[src/rtl/ofm_wr_pkg.sv]
// Shared types for the OFM upsample writer: FSM states, DUP phase index and
// the width of the output-plane side length.
package ofm_wr_pkg;

   localparam int OFM_DIM_W = 10;

   typedef enum logic [1:0] {
      IDLE,
      RUN,
      DUP,
      FIN
   } state_t;

   typedef logic [1:0] phase_t;

endpackage

[src/rtl/ofm_upsample_writer_addr_gen.sv]
// Address generator for the OFM writer: walks (filter, row, col) with running
// accumulators only and offsets the current pixel base by the 2x2 phase.
module ofm_addr_gen
   import ofm_wr_pkg::*;
#(
   parameter int ADDR_WIDTH = 20
) (
   input  logic                  clk,
   input  logic                  rst,
   input  logic                  init,
   input  logic                  advance,
   input  logic                  mode,
   input  logic [8:0]            s,
   input  logic [10:0]           f,
   input  logic [OFM_DIM_W-1:0]  o,
   input  phase_t                phase,
   output logic [ADDR_WIDTH-1:0] addr,
   output logic                  last
);

   logic [8:0]            col_q, col_d;
   logic [8:0]            row_q, row_d;
   logic [10:0]           filt_q, filt_d;
   logic [ADDR_WIDTH-1:0] row_base_q, row_base_d;
   logic [ADDR_WIDTH-1:0] col_off_q, col_off_d;

   logic [ADDR_WIDTH-1:0] o_ext;
   logic [ADDR_WIDTH-1:0] row_step;
   logic [ADDR_WIDTH-1:0] col_step;
   logic [ADDR_WIDTH-1:0] phase_off;
   logic                  col_last;
   logic                  row_last;
   logic                  filt_last;

   assign o_ext     = ADDR_WIDTH'(o);
   assign row_step  = mode ? {o_ext[ADDR_WIDTH-2:0], 1'b0} : o_ext;
   assign col_step  = {{(ADDR_WIDTH-2){1'b0}}, mode, ~mode};
   assign col_last  = (col_q == 9'(s - 9'd1));
   assign row_last  = (row_q == 9'(s - 9'd1));
   assign filt_last = (filt_q == 11'(f - 11'd1));
   assign last      = col_last && row_last && filt_last;

   always_comb begin
      phase_off = '0;
      case (phase)
         2'd1:    phase_off = {{(ADDR_WIDTH-1){1'b0}}, 1'b1};
         2'd2:    phase_off = o_ext;
         2'd3:    phase_off = o_ext + {{(ADDR_WIDTH-1){1'b0}}, 1'b1};
         default: phase_off = '0;
      endcase
   end

   assign addr = row_base_q + col_off_q + phase_off;

   // The plane base is never stored separately: after the last row of a plane
   // the row base has advanced by exactly O*O (or S*S), which is the next plane.
   always_comb begin
      col_d      = col_q;
      row_d      = row_q;
      filt_d     = filt_q;
      row_base_d = row_base_q;
      col_off_d  = col_off_q;
      if (init) begin
         col_d      = '0;
         row_d      = '0;
         filt_d     = '0;
         row_base_d = '0;
         col_off_d  = '0;
      end else if (advance) begin
         if (col_last) begin
            col_d      = '0;
            col_off_d  = '0;
            row_base_d = row_base_q + row_step;
            if (row_last) begin
               row_d  = '0;
               filt_d = filt_q + 11'd1;
            end else begin
               row_d = row_q + 9'd1;
            end
         end else begin
            col_d     = col_q + 9'd1;
            col_off_d = col_off_q + col_step;
         end
      end
   end

   always_ff @(posedge clk) begin
      if (rst) begin
         col_q      <= '0;
         row_q      <= '0;
         filt_q     <= '0;
         row_base_q <= '0;
         col_off_q  <= '0;
      end else begin
         col_q      <= col_d;
         row_q      <= row_d;
         filt_q     <= filt_d;
         row_base_q <= row_base_d;
         col_off_q  <= col_off_d;
      end
   end

endmodule

[src/rtl/ofm_upsample_writer.sv]
// Writes conv/pool output pixels to OFM RAM, 1:1 or as 2x2 nearest-neighbour
// footprints. Optional sticky out-of-bounds flag under OFM_BOUND_CHECK_EN.
module ofm_upsample_writer
   import ofm_wr_pkg::*;
#(
   parameter int DATA_WIDTH   = 16,
   parameter int ADDR_WIDTH   = 20,
   parameter int OFM_RAM_SIZE = 692224
) (
   input  logic                  clk,
   input  logic                  rst,
   input  logic                  start,
   input  logic [8:0]            ofm_size_conv,
   input  logic [10:0]           num_filter,
   input  logic                  upsample_mode,
   input  logic                  in_valid,
   input  logic [DATA_WIDTH-1:0] in_data,
   output logic                  in_ready,
   output logic                  wr_en,
   output logic [ADDR_WIDTH-1:0] wr_addr,
   output logic [DATA_WIDTH-1:0] wr_data,
   output logic                  done
`ifdef OFM_BOUND_CHECK_EN
   ,
   output logic                  err_oob
`endif
);

   if (longint'(OFM_RAM_SIZE) > (longint'(1) <<< ADDR_WIDTH)) begin : g_size_check
      $error("OFM_RAM_SIZE does not fit in ADDR_WIDTH");
   end

   state_t                 state_q, state_d;
   phase_t                 phase_q, phase_d;
   logic [8:0]             s_q, s_d;
   logic [10:0]            f_q, f_d;
   logic                   mode_q, mode_d;
   logic [OFM_DIM_W-1:0]   o_q, o_d;
   logic                   wr_en_q, wr_en_d;
   logic [ADDR_WIDTH-1:0]  wr_addr_q, wr_addr_d;
   logic [DATA_WIDTH-1:0]  wr_data_q, wr_data_d;
   logic                   done_q, done_d;

   logic                   gen_init;
   logic                   gen_advance;
   logic [ADDR_WIDTH-1:0]  gen_addr;
   logic                   gen_last;

   ofm_addr_gen #(
      .ADDR_WIDTH (ADDR_WIDTH)
   ) u_addr_gen (
      .clk     (clk),
      .rst     (rst),
      .init    (gen_init),
      .advance (gen_advance),
      .mode    (mode_q),
      .s       (s_q),
      .f       (f_q),
      .o       (o_q),
      .phase   (phase_q),
      .addr    (gen_addr),
      .last    (gen_last)
   );

   always_comb begin
      state_d     = state_q;
      phase_d     = phase_q;
      s_d         = s_q;
      f_d         = f_q;
      mode_d      = mode_q;
      o_d         = o_q;
      wr_en_d     = 1'b0;
      wr_addr_d   = wr_addr_q;
      wr_data_d   = wr_data_q;
      done_d      = (state_q == FIN);
      gen_init    = 1'b0;
      gen_advance = 1'b0;
      case (state_q)
         IDLE: begin
            if (start) begin
               s_d      = ofm_size_conv;
               f_d      = num_filter;
               mode_d   = upsample_mode;
               o_d      = upsample_mode ? {ofm_size_conv, 1'b0} : {1'b0, ofm_size_conv};
               phase_d  = 2'd0;
               gen_init = 1'b1;
               state_d  = (ofm_size_conv == 9'd0 || num_filter == 11'd0) ? FIN : RUN;
            end
         end
         RUN: begin
            if (in_valid) begin
               wr_en_d   = 1'b1;
               wr_addr_d = gen_addr;
               wr_data_d = in_data;
               if (mode_q) begin
                  state_d = DUP;
                  phase_d = 2'd1;
               end else begin
                  gen_advance = 1'b1;
                  if (gen_last) state_d = FIN;
               end
            end
         end
         // wr_data_q still holds the accepted pixel for the remaining phases.
         DUP: begin
            wr_en_d   = 1'b1;
            wr_addr_d = gen_addr;
            phase_d   = phase_t'(phase_q + 2'd1);
            if (phase_q == 2'd3) begin
               gen_advance = 1'b1;
               phase_d     = 2'd0;
               state_d     = gen_last ? FIN : RUN;
            end
         end
         FIN: begin
            state_d = IDLE;
         end
         default: begin
            state_d = IDLE;
         end
      endcase
   end

   always_ff @(posedge clk) begin
      if (rst) begin
         state_q   <= IDLE;
         phase_q   <= 2'd0;
         s_q       <= '0;
         f_q       <= '0;
         mode_q    <= 1'b0;
         o_q       <= '0;
         wr_en_q   <= 1'b0;
         wr_addr_q <= '0;
         wr_data_q <= '0;
         done_q    <= 1'b0;
      end else begin
         state_q   <= state_d;
         phase_q   <= phase_d;
         s_q       <= s_d;
         f_q       <= f_d;
         mode_q    <= mode_d;
         o_q       <= o_d;
         wr_en_q   <= wr_en_d;
         wr_addr_q <= wr_addr_d;
         wr_data_q <= wr_data_d;
         done_q    <= done_d;
      end
   end

   assign in_ready = (state_q == RUN);
   assign wr_en    = wr_en_q;
   assign wr_addr  = wr_addr_q;
   assign wr_data  = wr_data_q;
   assign done     = done_q;

`ifdef OFM_BOUND_CHECK_EN
   localparam logic [ADDR_WIDTH:0] RAM_LIMIT = (ADDR_WIDTH+1)'(OFM_RAM_SIZE);

   logic err_q, err_d;

   // Flags the write already on the RAM port; the write itself is never blocked.
   always_comb begin
      err_d = err_q | (wr_en_q && ({1'b0, wr_addr_q} >= RAM_LIMIT));
      if (state_q == IDLE && start) err_d = 1'b0;
   end

   always_ff @(posedge clk) begin
      if (rst) err_q <= 1'b0;
      else     err_q <= err_d;
   end

   assign err_oob = err_q;
`endif

endmodule

[config.mk]
export PLATFORM = sky130hd
export DESIGN_NAME = ofm_upsample_writer
export DESIGN_NICKNAME = d
export VERILOG_FILES = /design/src/rtl/ofm_wr_pkg.sv /design/src/rtl/ofm_upsample_writer_addr_gen.sv /design/src/rtl/ofm_upsample_writer.sv
export SDC_FILE = /design/constraint.sdc
export NUM_CORES = 1
export LEC_CHECK = 0
export BUFFER_PORTS_ARGS = -buffer_cell sky130_fd_sc_hd__buf_2
export CAP_MARGIN = 10
export CELL_PAD_IN_SITES_DETAIL_PLACEMENT = 1
export CELL_PAD_IN_SITES_GLOBAL_PLACEMENT = 1
export CORE_ASPECT_RATIO = 1.25
export CORE_MARGIN = 2
export CORE_UTILIZATION = 41
export DETAILED_ROUTE_END_ITERATION = 10
export GPL_TIMING_DRIVEN = 0
export PLACE_DENSITY_LB_ADDON = 0.1
export SLEW_MARGIN = 20
export SYNTH_ARGS = -nofsm -noshare
export SYNTH_HDL_FRONTEND = slang
export SYNTH_SLANG_ARGS = --single-unit
[constraint.sdc]
create_clock -name clk -period 3.85 [get_ports clk]
set_input_delay 1.155 -clock clk [delete_from_list [all_inputs] [get_ports clk]]
set_output_delay 1.155 -clock clk [all_outputs]
set_load 0.01 [all_outputs]
Yosys cells after proc, flatten, opt, wreduce, memory -nomap -nowiden
Index checks and enable logic that the tools add are counted.
W data, S select, Z words.
{"block": "word_totals", "wordCells": 86, "ff_bits": 142, "out_inout_bits": 39, "input_bits": 41}
{"block": "op_classes", "eq_ne": 14, "addsub": 11, "n_reduce_logical": 16, "bitwise": 1, "n_mux": 29}
{"cell": "$add A20 B20 Y20", "n": 3}
{"cell": "$pmux W20 S3", "n": 1}
{"cell": "$mux W20", "n": 2}
{"cell": "$pmux W20 S2", "n": 1}
{"cell": "$mux W2", "n": 11}
{"cell": "$add A20 B2 Y20", "n": 1}
{"cell": "$add A9 B1 Y9 const B", "n": 2}
{"cell": "$eq A9 B9 Y1", "n": 2}
{"cell": "$mux W9", "n": 2}
{"cell": "$add A10 B1 Y11 const B", "n": 1}
{"cell": "$add A11 B1 Y11 const B", "n": 1}
{"cell": "$eq A11 B11 Y1", "n": 1}
{"cell": "$logic_not A11 Y1", "n": 1}
{"cell": "$mux W11", "n": 1}
{"cell": "$sub A11 B1 Y11 const B", "n": 1}
{"cell": "$mux W10", "n": 1}
{"cell": "$logic_not A9 Y1", "n": 1}
{"cell": "$sub A9 B1 Y9 const B", "n": 1}
{"cell": "$eq A2 B2 Y1 const B", "n": 4}
{"cell": "$pmux W2 S4", "n": 1}
{"cell": "$reduce_and A2 Y1", "n": 4}
{"cell": "$reduce_and A4 Y1", "n": 2}
{"cell": "$mux W1", "n": 6}
{"cell": "$ne A2 B2 Y1 const B", "n": 3}
{"cell": "14 further kinds", "n": 17}

Logic depth before layout (Yosys ltp)
Gate-level depths: netlist of run 1.
{"block": "depth", "ltp_word": 8, "mapped_depth": 17, "depth_no_buf": 17}

Cells and area by module
From an unflattened synthesis of run 1, not the netlist that was laid out.
{"block": "hier_totals", "cells_unflattened": 1065, "area_unflattened_um2": 8704.6}
{"mod": "ofm_addr_gen", "area_each_um2": 5906.9, "instances": 1, "cells_per_inst": 721, "seq_area_each_um2": 1381.3}
{"mod": "ofm_upsample_writer", "area_each_um2": 2797.7, "instances": 1, "cells_per_inst": 344, "seq_area_each_um2": 1461.4}

Worst setup path before layout of run 1
OpenSTA, ideal clock, no wires.
{"block": "synth_timing", "path_kind": "register to register", "start": "register phase_q[0]", "end": "register wr_addr_q[19], in the netlist wr_addr[19]", "period_less_slack_ps": 4066, "setup_slack_ps": -216, "path_buffers": 1, "setup_ps": 87, "required_ps": 3763, "arrival_time_ps": 3978, "stages_incl_launch_ff": 16, "cell_sequence": "dfxtp_1 > ha_1 > clkbuf_1 > o21ai_0 > a311o_1 > fa_1 > inv_1 > ha_1 > and3_1 > a221o_1 > a31o_2 > a41o_1 > o41ai_1 > o21ai_0 > xnor2_1 > o31ai_1"}
{"block": "synth_between", "elab_chain_len": 5, "word_cells_on_any_way": 7, "cone_classes": "add/sub: 1; eq/ne: 3; mux: 3"}
{"item": "from (decl)", "line_no": "ofm_upsample_writer.sv:34", "rtl": "phase_t phase_q, phase_d;"}
{"item": "from (signal assigned)", "line_no": "ofm_upsample_writer.sv:138", "rtl": "phase_q <= phase_d;"}
{"item": "$eq A2 B2 Y1 / $eq A2 B1 Y1 (equally long branches)", "line_no": "ofm_upsample_writer_addr_gen.sv:45", "rtl": "case (phase)"}
{"item": "$pmux W20 S3 *", "line_no": "ofm_upsample_writer_addr_gen.sv:45"}
{"item": "$add A20 B20 Y20 *", "line_no": "ofm_upsample_writer_addr_gen.sv:53", "rtl": "assign addr = row_base_q + col_off_q + phase_off;"}
{"item": "$mux W20", "line_no": "ofm_upsample_writer.sv:91", "rtl": "if (in_valid) begin"}
{"item": "$pmux W20 S2 *", "line_no": "ofm_upsample_writer.sv:78", "rtl": "case (state_q)"}
{"item": "to (signal assigned)", "line_no": "ofm_upsample_writer.sv:144", "rtl": "wr_addr_q <= wr_addr_d;"}
{"item": "to (decl)", "line_no": "ofm_upsample_writer.sv:40", "rtl": "logic [ADDR_WIDTH-1:0] wr_addr_q, wr_addr_d;"}
Mark *: on every way between the ends. The rest lies on a longest branch, timed or not. The select of a mux whose other input is x is not followed.
A chain may end at the register's enable or synchronous reset.

Worst setup path after layout of run 1
{"block": "layout_timing", "start": "register o_q[4]", "end": "register wr_addr_q[19], in the netlist wr_addr[19]"}
{"block": "layout_between", "elab_chain_len": 5}
{"item": "from (decl)", "line_no": "ofm_upsample_writer.sv:38", "rtl": "logic [OFM_DIM_W-1:0] o_q, o_d;"}
{"item": "from (signal assigned)", "line_no": "ofm_upsample_writer.sv:131", "rtl": "o_q <= '0;"}
{"item": "from (signal assigned)", "line_no": "ofm_upsample_writer.sv:142", "rtl": "o_q <= o_d;"}
{"item": "$add A10 B1 Y11", "line_no": "ofm_upsample_writer_addr_gen.sv:48", "rtl": "2'd3: phase_off = o_ext + {{(ADDR_WIDTH-1){1'b0}}, 1'b1};"}
{"item": "$pmux W20 S3 *", "line_no": "ofm_upsample_writer_addr_gen.sv:45"}
{"item": "$add A20 B20 Y20 *", "line_no": "ofm_upsample_writer_addr_gen.sv:53"}
{"item": "$mux W20", "line_no": "ofm_upsample_writer.sv:91"}
{"item": "$pmux W20 S2 *", "line_no": "ofm_upsample_writer.sv:78"}
Marks and branches as above.

==> impl_metrics.py, run 1 <==
metrics = {
    "run_status": {
        "status": "finished, violations left",
        "violations": "negative setup slack",
    },
    "synthesis": {
        "avgSynthCellArea_sq_um": 8.29,
        "ys_top_cells_by_area": "dfxtp_1 (32%), ha_1 (7.5%), xnor2_1 (5.8%), nand2_1 (5.5%), nor2_1 (4.5%)",
        "synth_nets": 1173,
        "synthCells": 1065,
        "yosysSeqAreaShare": 0.322,
        "async_reset_ff_frac": 0,
        "ys_types": 73,
        "yosys.area.top_type": "dfxtp_1",
        "yosysWarnings": 0,
        "ys_top_cells_by_count": "dfxtp_1 (142), nand2_1 (130), nor2_1 (106)",
        "ys_seq_elements": 142,
        "synth_top_area_share": 0.322,
        "synth_edf_count": 0,
        "ys.flop_type": "dfxtp_1",
        "post-synth-top-count-cell": "dfxtp_1",
        "syn-cell-area_sq_um": 8830,
    },
    "pwr": {
        "intPower_mw": 3.46,
        "vdd_ir_drop_max_v": 0.000354,
        "swShare": 0.330,
        "power_density_nw_per_um2": 483,
        "p_sw_mw": 1.71,
        "power.share.clock": 0.394,
        "power_frac_comb": 0.276,
        "power_leakage_nw": 4.37,
        "pwr-share-seq": 0.331,
    },
    "setup_path": {
        "r2r_setup_slack_ns": -0.02,
        "required_ns": 4.19,
        "worst-r2r-cell-count": 15,
        "worstSetupEndpoint": "wr_addr[19]$_SDFFE_PP0P_",
        "crit_path_start_kind": "register",
        "r2r_end": "wr_addr[19]$_SDFFE_PP0P_",
        "endpoint_kind": "register",
        "timing.rr.start": "o_q[4]$_SDFFE_PP0P_",
        "cp.arrival_ns": 4.21,
        "critPathLaunch": "o_q[4]$_SDFFE_PP0P_",
        "crit_type": "reg -> reg",
        "crit_fanout": 8,
    },
    "cells_and_area": {
        "multiInputGateArea_sq_um": 5870,
        "syn2layout_area_growth_pct": 21.1,
        "drive_gt1_frac": 0.174,
        "nFillCells": 2597,
        "final_nets": 1286,
        "seq_area_sq_um": 2860,
        "n_antenna_cell": 0,
    },
    "detailed_routing": {
        "wl_per_cell_um": 17.2,
        "vias": 7930,
        "vias_per_cell": 5.39,
        "drt-initial-drc-count": 268,
        "antenna_left": 0,
        "first_pass_iters": 4,
        "routed_wl_um": 25300,
        "drc": 0,
    },
    "floorplanning": {
        "dieArea_sq_um": 22700,
        "coreArea_sq_um": 21300,
        "row_count": 60,
        "io_pins": 80,
        "die_y_um": 168,
        "die_x_um": 135,
        "start_util": 0.414,
    },
    "clock_network": {
        "postCtsHoldBufs": 0,
        "clock_latency_ns": 0.44,
        "clock_sinks": 142,
        "cts_made_buffers": 17,
        "cts_buffer_depth": 2,
        "h-tree-depth": 4,
        "cts_tree": "done",
        "clkTransAtPathRegs_ns": 0.06,
        "cts-root-buf": "clkbuf_16",
    },
    "place": {
        "numPortBuffers": 79,
        "gp_congestion": 0.801,
        "dp_slack_ns": -0.724,
        "dp_hpwl_um": 19200,
    },
    "timing": {
        "max_freq_mhz": 258,
        "drv_slew": 0,
        "clock_skew_ns": 0.0131,
        "holdWs_ns": 0.450,
        "finalHoldViolCount": 0,
        "period_needed_ns": 3.87,
        "timing.final.crit_share": 1.00,
        "worstMarginPinSlew_ns": 0.763,
        "setup_ws_ns": -0.0192,
        "relSlewSlack": 0.491,
        "rsz0062_at_grt": "true",
        "setup_viol": 1,
    },
    "global_route": {
        "grt_first_pass_wirelength_um": 42300,
        "grt_max_degree": 17,
        "overflow": 0,
        "antenna_found_initial": 0,
        "gr-usage-all-layers": 0.233,
        "first_global_vias": 8390,
    },
    "worst_hold_path": {
        "hp-class": "reg -> reg",
    },
    "job": {
        "maxCapViolCount": 0,
    },
}
[state kept, by name (all words and copies together), names as in the netlist]
name and cells:
wr_addr 20, s_q 9, o_q 10, state_q 2, f_q 11, wr_data 16, u_addr_gen.col_off_q 20, u_addr_gen.row_base_q 20
done 1, u_addr_gen.filt_q 11, wr_en 1, u_addr_gen.col_q 9, phase_q 2, u_addr_gen.row_q 9, mode_q 1
[worst min path at each step]
stage / start / end / depth (start not counted)
2_1_floorplan: u_addr_gen.filt_q[10]$_SDFFE_PP0P_ / u_addr_gen.filt_q[10]$_SDFFE_PP0P_ / 2
3_3_place_gp: wr_addr[2]$_SDFFE_PP0P_ / wr_addr[2]$_SDFFE_PP0P_ / 2
3_5_place_dp: wr_addr[15]$_SDFFE_PP0P_ / wr_addr[15]$_SDFFE_PP0P_ / 2
4_1_cts: wr_addr[2]$_SDFFE_PP0P_ / wr_addr[2]$_SDFFE_PP0P_ / 2
5_1_grt: wr_addr[6]$_SDFFE_PP0P_ / wr_addr[6]$_SDFFE_PP0P_ / 2
6_report: wr_addr[6]$_SDFFE_PP0P_ / wr_addr[6]$_SDFFE_PP0P_ / 2
[routing by layer]
metal	global-route usage	up-vias	wire length, um
li1	-	3955	-
met1	0.278	3838	11000
met2	0.427	114	13100
met3	0.0385	23	758
met4	0.0693	0	420
met5	0	-	0
[worst max-delay path: stages (launching register included)]
cell and delay [ns]:
dfxtp_2 0.40, and3_4 0.23, nand3_2 0.09, nor2_1 0.16
nor2_1 0.08, a311oi_2 0.37, fa_1 0.51, ha_4 0.24
buf_4 0.14, a221o_1 0.33, a31o_4 0.22, a41o_1 0.27
o41ai_4 0.25, o21ai_2 0.10, xnor2_2 0.16, o31ai_1 0.22
[power groups by stage]
stage	combinational (mW)	sequential [mW]	clock [mW]
after floorplan	0.999	1.72	0
after global placement	1.38	1.73	0
after detailed placement	1.40	1.73	0
after CTS	1.44	1.70	2.07
after global routing	1.58	1.73	2.14
final	1.42	1.71	2.03
[kinds of logic (layout without fill, tap and decap cells)]
logic type,count (synthesis),count (layout),synth area share
AOI/OAI and AO/OA,211,211,0.154
buffers and inverters,88,214,0.0394
and+or+nand+nor,429,429,0.242
DFF,142,142,0.322
xor gates and xnor gates,92,92,0.0937
muxes,36,36,0.0421
adders and majority gates,67,67,0.107
[layout by cell type, fill, tap and decap left out, drive strengths merged, types with 4 or more instances in the layout]
master  synthesis  routed
xnor2          59      59
dfxtp         142     142
a22o           17      17
nor2b          12      12
a31oi           5       5
nand2b         19      19
nand2         130     130
o211ai          4       4
o21bai          6       6
or4             4       4
and3           13      13
a21o            9       9
mux2            9       9
bufinv          0       7
nor3b          10      10
nor4           14      14
nor3           18      18
o21ai          50      50
or2             7       7
nand4          20      20
clkbuf         37      54
a41o            6       6
nand3          35      35
and2           12      12
or3            11      11
inv            36      40
xor2           32      32
mux2i          27      27
buf            15     110
a211oi          5       5
ha             53      53
nand3b          5       5
fa             14      14
nor2          107     107
a21oi          76      76
[metrics by stage]
stage | util | total power [mW] | cell area (sq um) | instances | TNS (ns)
after floorplan | - | 2.71 | 8850 | 1065 | 0
after global placement | 0.450 | 3.11 | 9590 | 1423 | -6.62
final | 0.502 | 5.16 | 10700 | 1470 | -0.0192
after global routing | 0.502 | 5.45 | 10700 | 1470 | -0.299
after detailed placement | 0.450 | 3.13 | 9590 | 1423 | -7.58
after CTS | 0.500 | 5.22 | 10700 | 1471 | -0.162
[layout make-up]
cell class                 instances  share of cell area
clock buffer                      18              0.0411
buffer                            49              0.0208
inverter                          36              0.0126
tap                              279              0.0326
sequential                       142               0.268
clock inverter                    14              0.0261
multi-input combinational        835               0.548
timing repair buffer              97              0.0508
[repair_timing]
| action | in CTS | in global routing |
|---|---|---|
| pin swaps | 28 | 8 |
| hold endpoints to repair | 0 | 0 |
| resized for setup | 47 | 10 |
| setup buffers | 18 | 0 |
| endpoints found under the setup margin | 12 | 21 |
Power figures use the tool's default switching activity.
==> inputs of run 2 (changes only) <==
- CORE_ASPECT_RATIO: 1.25 -> 1.5
- CORE_UTILIZATION: 41 -> 42
- CTS_BUF_LIST: unset -> sky130_fd_sc_hd__clkbuf_8
==> impl_metrics.py, run 2 (synthesized netlist as in run 1, its figures left out) <==
metrics = {
    "run_status": {
        "status": "finished, final reports clean",
    },
    "cells_and_area": {
        "multiInputGateArea_sq_um": 5820,
        "nFillCells": 2622,
        "syn2layout_area_growth_pct": 16.1,
        "n_antenna_cell": 0,
        "layout_commonest_cell": "dfxtp_1",
        "post-route-util": 0.492,
        "drive_gt1_frac": 0.163,
        "final_nets": 1288,
        "layout_common_cells": "dfxtp_1 (135), nand2_1 (130), nor2_1 (106)",
        "seq_area_sq_um": 2860,
    },
    "timing": {
        "relSlewSlack": 0.491,
        "timing.final.crit_share": 0.986,
        "max_freq_mhz": 263,
        "rsz0062_at_grt": "true",
        "clock_skew_ns": 0.0182,
        "drv_slew": 0,
        "setup_viol": 0,
        "worstMarginPinSlew_ns": 0.762,
        "period_needed_ns": 3.80,
        "finalHoldViolCount": 0,
    },
    "global_route": {
        "antenna_found_initial": 0,
        "grt_first_pass_wirelength_um": 41900,
        "gr-usage-all-layers": 0.240,
        "overflow": 0,
        "first_global_vias": 8489,
        "grt_max_degree": 17,
    },
    "pwr": {
        "vdd_ir_drop_max_v": 0.000239,
        "power_leakage_nw": 4.18,
        "power_frac_comb": 0.341,
        "p_sw_mw": 1.60,
        "power_density_nw_per_um2": 409,
        "swShare": 0.383,
        "pwr-share-seq": 0.407,
        "p_total_mw": 4.19,
        "intPower_mw": 2.58,
        "power.share.clock": 0.251,
    },
    "detailed_routing": {
        "drt-initial-drc-count": 273,
        "wl_per_cell_um": 17.1,
        "top_layer_used": "met4",
        "dr_wl_met3_um": 613,
        "first_pass_iters": 4,
        "vias": 7911,
        "vias_per_cell": 5.41,
        "routed_wl_um": 25000,
        "drc": 0,
        "antenna_left": 0,
        "wl_met1_um": 10200,
        "dr_wl_met2_um": 13700,
    },
    "floorplanning": {
        "io_pins": 80,
        "die_y_um": 182,
        "row_count": 65,
        "die_x_um": 122,
        "start_util": 0.424,
        "coreArea_sq_um": 20800,
        "dieArea_sq_um": 22200,
    },
    "job": {
        "maxCapViolCount": 0,
    },
    "clock_network": {
        "clock_sinks": 142,
        "cts-root-buf": "clkbuf_8",
        "clock_latency_ns": 0.47,
        "cts_made_buffers": 17,
        "h-tree-depth": 4,
        "cts_tree": "done",
        "clkTransAtPathRegs_ns": 0.08,
        "cts_buffer_depth": 2,
    },
    "setup_path": {
        "critical-path-max-stage-delay_ns": 0.54,
        "crit_fanout": 5,
        "required_ns": 4.25,
        "r2r_setup_slack_ns": 0.05,
        "worst-r2r-cell-count": 17,
        "worstSetupEndpoint": "wr_addr[17]$_SDFFE_PP0P_",
        "crit_path_start_kind": "register",
        "cp.arrival_ns": 4.20,
        "r2r_end": "wr_addr[17]$_SDFFE_PP0P_",
        "crit_chain": "ha_4 -> nand3_4 -> nor2_1 -> nor2_1 -> a311o_1 -> fa_1 -> inv_2 -> ha_4 -> and3_4 -> a221o_1 -> a31o_4 -> a41o_1 -> o41ai_4 -> buf_4 -> xnor2_2 -> nand2_1 -> a21oi_1",
        "endpoint_kind": "register",
        "slowest_stage": "fa_1",
        "crit_type": "reg -> reg",
        "critPathLaunch": "phase_q[1]$_SDFFE_PP0P_",
        "timing.rr.start": "phase_q[1]$_SDFFE_PP0P_",
    },
    "place": {
        "gp_congestion": 0.825,
        "numPortBuffers": 79,
        "dp_hpwl_um": 19900,
    },
    "worst_hold_path": {
        "hp-class": "reg -> reg",
    },
}
==> run 2: cell types whose count changed in the layout (fill, tap and decap cells not counted), moves of 3 or more <==
cell       change
clkbuf_16     -17
clkinv_2       +8
inv_8          -3
clkbuf_8      +17
buf_4          +3
bufinv_16      -7
==> run 2: critical path, delay by kind of cell, from the launching register on <==
kind	cells	cell delay (ns)
buffers and inverters	2	0.23
AND/OR/NAND/NOR	5	0.52
AO/OA/AOI/OAI	6	1.59
flip-flops	1	0.38
adder cells (fa/ha/maj)	3	0.92
XOR/XNOR	1	0.10
==> run 2: worst min path at each step <==
stage / from / to / slack [ns] / cells after the start
after floorplan: u_addr_gen.filt_q[10]$_SDFFE_PP0P_ / u_addr_gen.filt_q[10]$_SDFFE_PP0P_ / 0.46 / 2
after global placement: wr_addr[4]$_SDFFE_PP0P_ / wr_addr[4]$_SDFFE_PP0P_ / 0.44 / 2
after detailed placement: wr_addr[11]$_SDFFE_PP0P_ / wr_addr[11]$_SDFFE_PP0P_ / 0.45 / 2
after CTS: wr_data[8]$_SDFFE_PP0P_ / wr_data[8]$_SDFFE_PP0P_ / 0.46 / 2
after global routing: wr_data[8]$_SDFFE_PP0P_ / wr_data[8]$_SDFFE_PP0P_ / 0.47 / 2
final: wr_addr[17]$_SDFFE_PP0P_ / wr_addr[17]$_SDFFE_PP0P_ / 0.46 / 2
==> run 2: power groups by stage <==
| stage | sequential, mW | combinational, mW | clock, mW |
|---|---|---|---|
| after floorplan | 1.72 | 0.999 | 0 |
| after global placement | 1.73 | 1.39 | 0 |
| after detailed placement | 1.73 | 1.41 | 0 |
| after CTS | 1.71 | 1.45 | 1.09 |
| after global routing | 1.73 | 1.61 | 1.15 |
| final | 1.71 | 1.43 | 1.05 |
==> run 2: cell type report <==
class	count	area share
Clock buffer	18	0.0242
Multi-Input combinational cell	835	0.568
Timing Repair Buffer	99	0.0532
Clock inverter	14	0.00781
Sequential cell	142	0.279
Tap cell	268	0.0327
Inverter	36	0.0132
Buffer	49	0.0217
==> run 2: routing by layer <==
metal	global-route usage	vias up
li1	-	3951
met1	0.262	3834
met2	0.459	100
met3	0.0358	26
met4	0.0823	0
met5	0	-
==> run 2: repair_timing <==
action                                  4_1_cts  5_1_grt
hold endpoints to repair                      0        0
hold buffers                                  0        0
endpoints found under the setup margin       11       19
buffers inserted                             16        4
pin swaps                                    24        3
resized for setup                            41        5
==> run 2: stage by stage <==
| step | std cells | setup TNS [ns] | setup slack [ns] | instance area (sq um) | hold WS (ns) |
|---|---|---|---|---|---|
| floorplan | 1065 | 0 | 0.0248 | 8850 | 0.458 |
| global placement | 1412 | -6.32 | -0.642 | 9580 | 0.437 |
| detailed placement | 1412 | -6.91 | -0.771 | 9580 | 0.447 |
| CTS | 1458 | -0.0267 | -0.0267 | 10200 | 0.458 |
| global route | 1461 | -0.470 | -0.168 | 10200 | 0.470 |
| finish | 1461 | 0 | 0.0537 | 10200 | 0.456 |
